File: config.mk
export PLATFORM = sky130hd
export DESIGN_NAME = muldiv_seq
export DESIGN_NICKNAME = d
export VERILOG_FILES = /design/src/rtl/muldiv_seq.sv
export SDC_FILE = /design/constraint.sdc
export NUM_CORES = 1
export LEC_CHECK = 0
export BUFFER_PORTS_ARGS = -buffer_cell sky130_fd_sc_hd__buf_2
export CORE_ASPECT_RATIO = 0.6
export CORE_UTILIZATION = 60
export CTS_CLUSTER_DIAMETER = 80
export DETAILED_ROUTE_END_ITERATION = 10
export PLACE_DENSITY = 0.91
export SYNTH_ARGS = -nofsm -noshare
export SYNTH_HDL_FRONTEND = slang
export SYNTH_SLANG_ARGS = --single-unit
File: constraint.sdc
create_clock -name clk_i -period 11.8 [get_ports clk_i]
set_input_delay 1.18 -clock clk_i [delete_from_list [all_inputs] [get_ports clk_i]]
set_output_delay 1.18 -clock clk_i [all_outputs]
set_load 0.02 [all_outputs]
File: src/rtl/muldiv_seq.sv
// muldiv_seq: iterative MULT/MULTU/DIV/DIVU unit that owns the HI/LO pair.
// One 33-bit adder/subtractor is stepped 32 times (one result bit per
// cycle), followed by a single sign-fixup cycle that writes HI/LO.
//
// Ports:
//   clk_i, rst_ni       clock, synchronous active-low reset
//   start_i, op_i       launch op (00 MULT, 01 MULTU, 10 DIV, 11 DIVU), IDLE only
//   a_i, b_i            rs / rt operands, sampled with start_i
//   cancel_i            abort any in-flight operation, drop a same-cycle start
//   mthi_i, mtlo_i      write wdata_i to HI / LO (IDLE only)
//   wdata_i             MTHI/MTLO data
//   busy_o              high while not IDLE
//   done_o              one-cycle pulse when HI/LO take a result
//   hi_o, lo_o          HI / LO registers
module muldiv_seq (
  input  logic        clk_i,
  input  logic        rst_ni,
  input  logic        start_i,
  input  logic [1:0]  op_i,
  input  logic [31:0] a_i,
  input  logic [31:0] b_i,
  input  logic        cancel_i,
  input  logic        mthi_i,
  input  logic        mtlo_i,
  input  logic [31:0] wdata_i,
  output logic        busy_o,
  output logic        done_o,
  output logic [31:0] hi_o,
  output logic [31:0] lo_o
);

  typedef enum logic [1:0] {IDLE, CALC, SIGN} state_e;

  state_e      state_q, state_d;
  logic        done_q, done_d;
  logic [31:0] hi_q, hi_d;
  logic [31:0] lo_q, lo_d;

  // Datapath working registers.
  logic [31:0] acc_q, acc_d;       // product upper half / remainder
  logic [31:0] work_q, work_d;     // multiplier -> product low / dividend -> quotient
  logic [31:0] opb_q, opb_d;       // multiplicand / divisor magnitude
  logic [31:0] araw_q, araw_d;     // original a_i, HI result on divide by zero
  logic [5:0]  cnt_q, cnt_d;
  logic [1:0]  op_q, op_d;
  logic        neg_res_q, neg_res_d;  // operand signs differ (signed ops)
  logic        neg_rem_q, neg_rem_d;  // dividend negative (signed ops)
  logic        dz_q, dz_d;            // divide by zero

  logic        in_signed;
  logic [31:0] a_mag, b_mag;
  logic        is_div;
  logic [32:0] add_x, add_y, add_res;
  logic [32:0] mul_sum;
  logic [63:0] prod_fix;
  logic [31:0] quot_fix, rem_fix;

  // Operand magnitudes for the incoming request.
  always_comb begin
    in_signed = ~op_i[0];
    a_mag     = (in_signed && a_i[31]) ? 32'd0 - a_i : a_i;
    b_mag     = (in_signed && b_i[31]) ? 32'd0 - b_i : b_i;
  end

  // The single shared adder: add for multiply, subtract for divide.
  // Divide shifts the remainder left and brings in the dividend MSB; since the
  // remainder is always below the divisor, bit 32 of the difference is a
  // reliable borrow.
  always_comb begin
    is_div  = op_q[1];
    add_x   = is_div ? {acc_q, work_q[31]} : {1'b0, acc_q};
    add_y   = {1'b0, opb_q};
    add_res = add_x + (add_y ^ {33{is_div}}) + {32'd0, is_div};
    mul_sum = work_q[0] ? add_res : {1'b0, acc_q};
  end

  // Sign fixup, used only in SIGN.
  always_comb begin
    prod_fix = {acc_q, work_q};
    if (!is_div && neg_res_q) prod_fix = 64'd0 - {acc_q, work_q};
    quot_fix = neg_res_q ? 32'd0 - work_q : work_q;
    rem_fix  = neg_rem_q ? 32'd0 - acc_q : acc_q;
  end

  // NOTE: every signal written here gets its hold value first, so no path
  // through the case statement can leave one unassigned and infer a latch.
  always_comb begin
    state_d   = state_q;
    done_d    = 1'b0;
    hi_d      = hi_q;
    lo_d      = lo_q;
    acc_d     = acc_q;
    work_d    = work_q;
    opb_d     = opb_q;
    araw_d    = araw_q;
    cnt_d     = cnt_q;
    op_d      = op_q;
    neg_res_d = neg_res_q;
    neg_rem_d = neg_rem_q;
    dz_d      = dz_q;

    unique case (state_q)
      IDLE: begin
        if (mthi_i) hi_d = wdata_i;
        if (mtlo_i) lo_d = wdata_i;
        if (start_i && !cancel_i) begin
          op_d      = op_i;
          acc_d     = 32'd0;
          work_d    = op_i[1] ? a_mag : b_mag;
          opb_d     = op_i[1] ? b_mag : a_mag;
          araw_d    = a_i;
          neg_res_d = in_signed & (a_i[31] ^ b_i[31]);
          neg_rem_d = in_signed & a_i[31];
          dz_d      = op_i[1] & (b_i == 32'd0);
          cnt_d     = 6'd0;
          state_d   = CALC;
        end
      end
      CALC: begin
        if (cancel_i) begin
          state_d = IDLE;
        end else begin
          if (is_div) begin
            acc_d  = add_res[32] ? add_x[31:0] : add_res[31:0];
            work_d = {work_q[30:0], ~add_res[32]};
          end else begin
            acc_d  = mul_sum[32:1];
            work_d = {mul_sum[0], work_q[31:1]};
          end
          cnt_d = cnt_q + 6'd1;
          if (cnt_q == 6'd31) state_d = SIGN;
        end
      end
      SIGN: begin
        if (!cancel_i) begin
          if (!is_div) begin
            hi_d = prod_fix[63:32];
            lo_d = prod_fix[31:0];
          end else if (dz_q) begin
            hi_d = araw_q;
            lo_d = 32'hFFFF_FFFF;
          end else begin
            hi_d = rem_fix;
            lo_d = quot_fix;
          end
          done_d = 1'b1;
        end
        state_d = IDLE;
      end
      default: state_d = IDLE;
    endcase
  end

  // NOTE: sequential state uses non-blocking assignments so every flop
  // samples its _d value from before the edge, independent of block order.
  always_ff @(posedge clk_i) begin
    if (!rst_ni) begin
      state_q <= IDLE;
      done_q  <= 1'b0;
      hi_q    <= 32'd0;
      lo_q    <= 32'd0;
    end else begin
      state_q <= state_d;
      done_q  <= done_d;
      hi_q    <= hi_d;
      lo_q    <= lo_d;
    end
  end

  // NOTE: the datapath registers carry no reset; every one is loaded when a
  // start is accepted, before anything reads it.
  always_ff @(posedge clk_i) begin
    acc_q     <= acc_d;
    work_q    <= work_d;
    opb_q     <= opb_d;
    araw_q    <= araw_d;
    cnt_q     <= cnt_d;
    op_q      <= op_d;
    neg_res_q <= neg_res_d;
    neg_rem_q <= neg_rem_d;
    dz_q      <= dz_d;
  end

  assign busy_o = (state_q != IDLE);
  assign done_o = done_q;
  assign hi_o   = hi_q;
  assign lo_o   = lo_q;

endmodule

==> metrics.yaml <==
status: "finished, final reports clean"
crit_chain: "buf_12, o21ai_0, fa_1, a21o_1, a221oi_2, nor3_1, o2111ai_2, a211oi_1, a211oi_4, buf_4, nand2_1, xor2_1, a211oi_1"
slew_headroom: 0.242
hp-start: "lo_o[25]"
cts-root-buf: "clkbuf_16"
start_kind: "flip-flop"
synth_ff_type: "edfxtp_1"
grt_pass1_wl_um: 83700
remaining_drc_errors: 0
ctsResizeCount: 0
path_clk_slew_ns: 0.07
syn_area_per_cell_sq_um: 8.68
cpPeakStageDelay_ns: 0.67
grt_pass1_vias: 13600
dp_hpwl_um: 42000
critPathTopFamily: "compound AO/OA/AOI/OAI gates"
cp_num_cells: 13
synth_nets: 1961
async_flop_share: 0
overflow: 0
setup_viol: 0
cts_tree: "done"
min_path_type: "reg -> reg"
register_area_sq_um: 5490
netlist_top_cells_area: "edfxtp_1, dfxtp_1, xnor2_1, mux2i_1, a21oi_1"
skew_ns: 0.0115
synth_top_area_share: 0.262
die_x_um: 211
slowest_stage: "buf_12"
vias_per_cell: 6.84
postCtsHoldBufs: 0
end_kind: "flip-flop"
dp_cells: 2213
syn2layout_area_growth_pct: 10.6
grt_usage: 0.412
yosys.area.top_type: "edfxtp_1"
clkLatencyLatePin_ns: 0.54
holdPathStages: 2
yosys_warnings: 0
antenna_found_initial: 4
crit_path_frequent_cell: "a211oi_1"
nFillCells: 2068
vias: 15400
ios: 170
yosysUniqueCellTypes: 81
fin_nets: 2025
max_freq_mhz: 210
fin_cells: 2251
fin_setup_tns_ns: 0
syn_inst: 1820
coreArea_sq_um: 25600
max-cap-violations: 0
reg2regPathDepth: 13
ir_worst_vdd_uv: 110
crit_buf_inv: 2
netlist_area_sq_um: 15800
ant_nets: 0
worstPathMaxFanout: 196
post_drt_wl_per_cell_um: 25.1
multi_input_area_sq_um: 9680
initial_core_util: 0.618
maxSlewViolCount: 0
die_area_sq_um: 27000
worst_pin_slew_ns: 1.14
cts_sinks: 205
die_y_um: 128
cts_inserted_buffers: 21
reg2reg_to: "acc_q[0]"
r2r_setup_slack_ns: 7.04
drtPass1Iterations: 7
powerDensity_nw_per_um2: 131
min_period_ns: 4.76
leakage_nw: 6.65
drive_gt1_frac: 0.154
hold_viol: 0
worstPathArrival_ns: 5.13
cts_max_path_buffers: 3
r2r_start: "op_q[1]"
gp_congestion: 1.03
drt_iter0_markers: 2877
grt_max_degree: 197
timing.final.crit_share: 0.403
synth_seq_area_share: 0.347
num_rows: 45
cts_max_level: 1
hold_end: "lo_o[25]"
required_ns: 12.17
synth_edf_count: 138
detail_route.wirelength_um: 56500
antenna-diode-count: 0
worstSetupPathType: "reg -> reg"
rsz0062_at_grt: "no"
post_cts_buffers: 0
synth-seq-cells: 205
io_buffer_count: 169
==> cell families after synthesis <==
logic type	after synthesis	synth area share
AND/OR/NAND/NOR	493	0.147
flip-flops	205	0.347
multiplexers	147	0.0969
buffers and inverters	175	0.0421
XOR/XNOR	209	0.116
AO/OA/AOI/OAI	554	0.221
adder cells (fa/ha/maj)	37	0.0298
==> metrics by stage <==
| stage | worst slack (ns) | util | instance area (sq um) | hold slack, ns | total power (W) |
|---|---|---|---|---|---|
| 2_1_floorplan | 2.91 | - | 15800 | 0.530 | 0.00132 |
| 3_3_place_gp | 7.27 | 0.654 | 16700 | 0.438 | 0.00151 |
| 3_5_place_dp | 7.19 | 0.654 | 16700 | 0.445 | 0.00153 |
| 4_1_cts | 7.17 | 0.683 | 17500 | 0.452 | 0.00226 |
| 5_1_grt | 6.77 | 0.683 | 17500 | 0.474 | 0.00236 |
| 6_report | 7.04 | 0.683 | 17500 | 0.451 | 0.00229 |
==> synth_stat cells, types with 6 or more instances <==
cell	n
a211oi_1	27
a21o_1	18
a21oi_1	182
a221oi_1	9
a311oi_1	8
a31oi_1	11
and3_1	8
buf_1	11
buf_2	6
clkbuf_1	129
dfxtp_1	67
edfxtp_1	138
ha_1	36
inv_1	28
mux2_2	47
mux2i_1	100
nand2_1	173
nand2b_1	24
nand3_1	27
nand4_1	11
nor2_1	132
nor2b_1	12
nor3_1	34
nor4_1	6
o211ai_1	22
o21a_1	8
o21ai_0	125
o21ai_1	23
o21bai_1	8
o221ai_1	26
o22ai_1	13
o31ai_1	24
o41ai_1	6
or2_1	6
or3_1	18
or4_1	16
xnor2_1	125
xor2_1	84
==> report_power, final <==
part | switching [W] | internal (W)
Combinational | 0.000410 | 0.000243
Clock | 0.000307 | 0.000440
Sequential | 0.0000649 | 0.000826
==> cells in the final DEF (no fill, tap or decap), types with 17 or more instances in the layout <==
cell,Yosys,routed
nor3_1,34,34
nand3_1,27,27
a21o_1,18,18
o221ai_1,26,26
mux2i_1,100,100
xnor2_1,125,125
a211oi_1,27,27
xor2_1,84,84
o21ai_1,23,23
nor2_1,132,132
clkbuf_16,0,24
o31ai_1,24,24
mux2_2,47,47
ha_1,36,36
nand2_1,173,173
inv_1,28,28
edfxtp_1,138,138
dfxtp_1,67,67
o21ai_0,125,125
nand2b_1,24,23
buf_4,0,17
buf_2,6,169
a21oi_1,182,181
or3_1,18,18
o211ai_1,22,22
==> how the worst max path moves through the flow <==
| stage | startpoint | to | slack (ns) |
|---|---|---|---|
| CTS | op_q[1] | acc_q[0] | 7.17 |
| global route | op_q[1] | acc_q[23] | 6.77 |
| global placement | op_q[1] | acc_q[0] | 7.27 |
| finish | op_q[1] | acc_q[0] | 7.04 |
| detailed placement | op_q[1] | acc_q[0] | 7.19 |
| floorplan | cancel_i | acc_q[0] | 2.91 |
==> cell type report <==
| class | count | share of cell area |
|---|---|---|
| well taps | 352 | 0.0252 |
| flip-flops and latches | 205 | 0.314 |
| multi-input cells | 1440 | 0.554 |
| clock buffers | 28 | 0.0358 |
| clock inverters | 10 | 0.00738 |
| inverters | 29 | 0.00623 |
| repair buffers | 187 | 0.0569 |
==> worst min-delay path: stages, from the launching register on <==
cell	delay [ns]
dfxtp_1	0.31
nand2_1	0.05
a21oi_1	0.05
==> sequential cells by signal, summed over array words and instances (netlist names), 2 cells and up <==
name and cells:
cnt_q 6, araw_q 32, work_q 32, hi_o 32, state_q 2, acc_q 32
opb_q 32, lo_o 32
==> metal layers <==
layer / GRT usage / wire [um] / part of all wire / vias up
met3: 0.138 / 9250 / 0.16 / 126
met1: 0.625 / 23300 / 0.41 / 7299
met2: 0.552 / 22400 / 0.40 / 1161
met5: 0 / 53 / 0.00094 / -
li1: - / - / - / 6804
met4: 0.0980 / 1450 / 0.026 / 8
No activity file was read; power rests on OpenSTA's default activity.
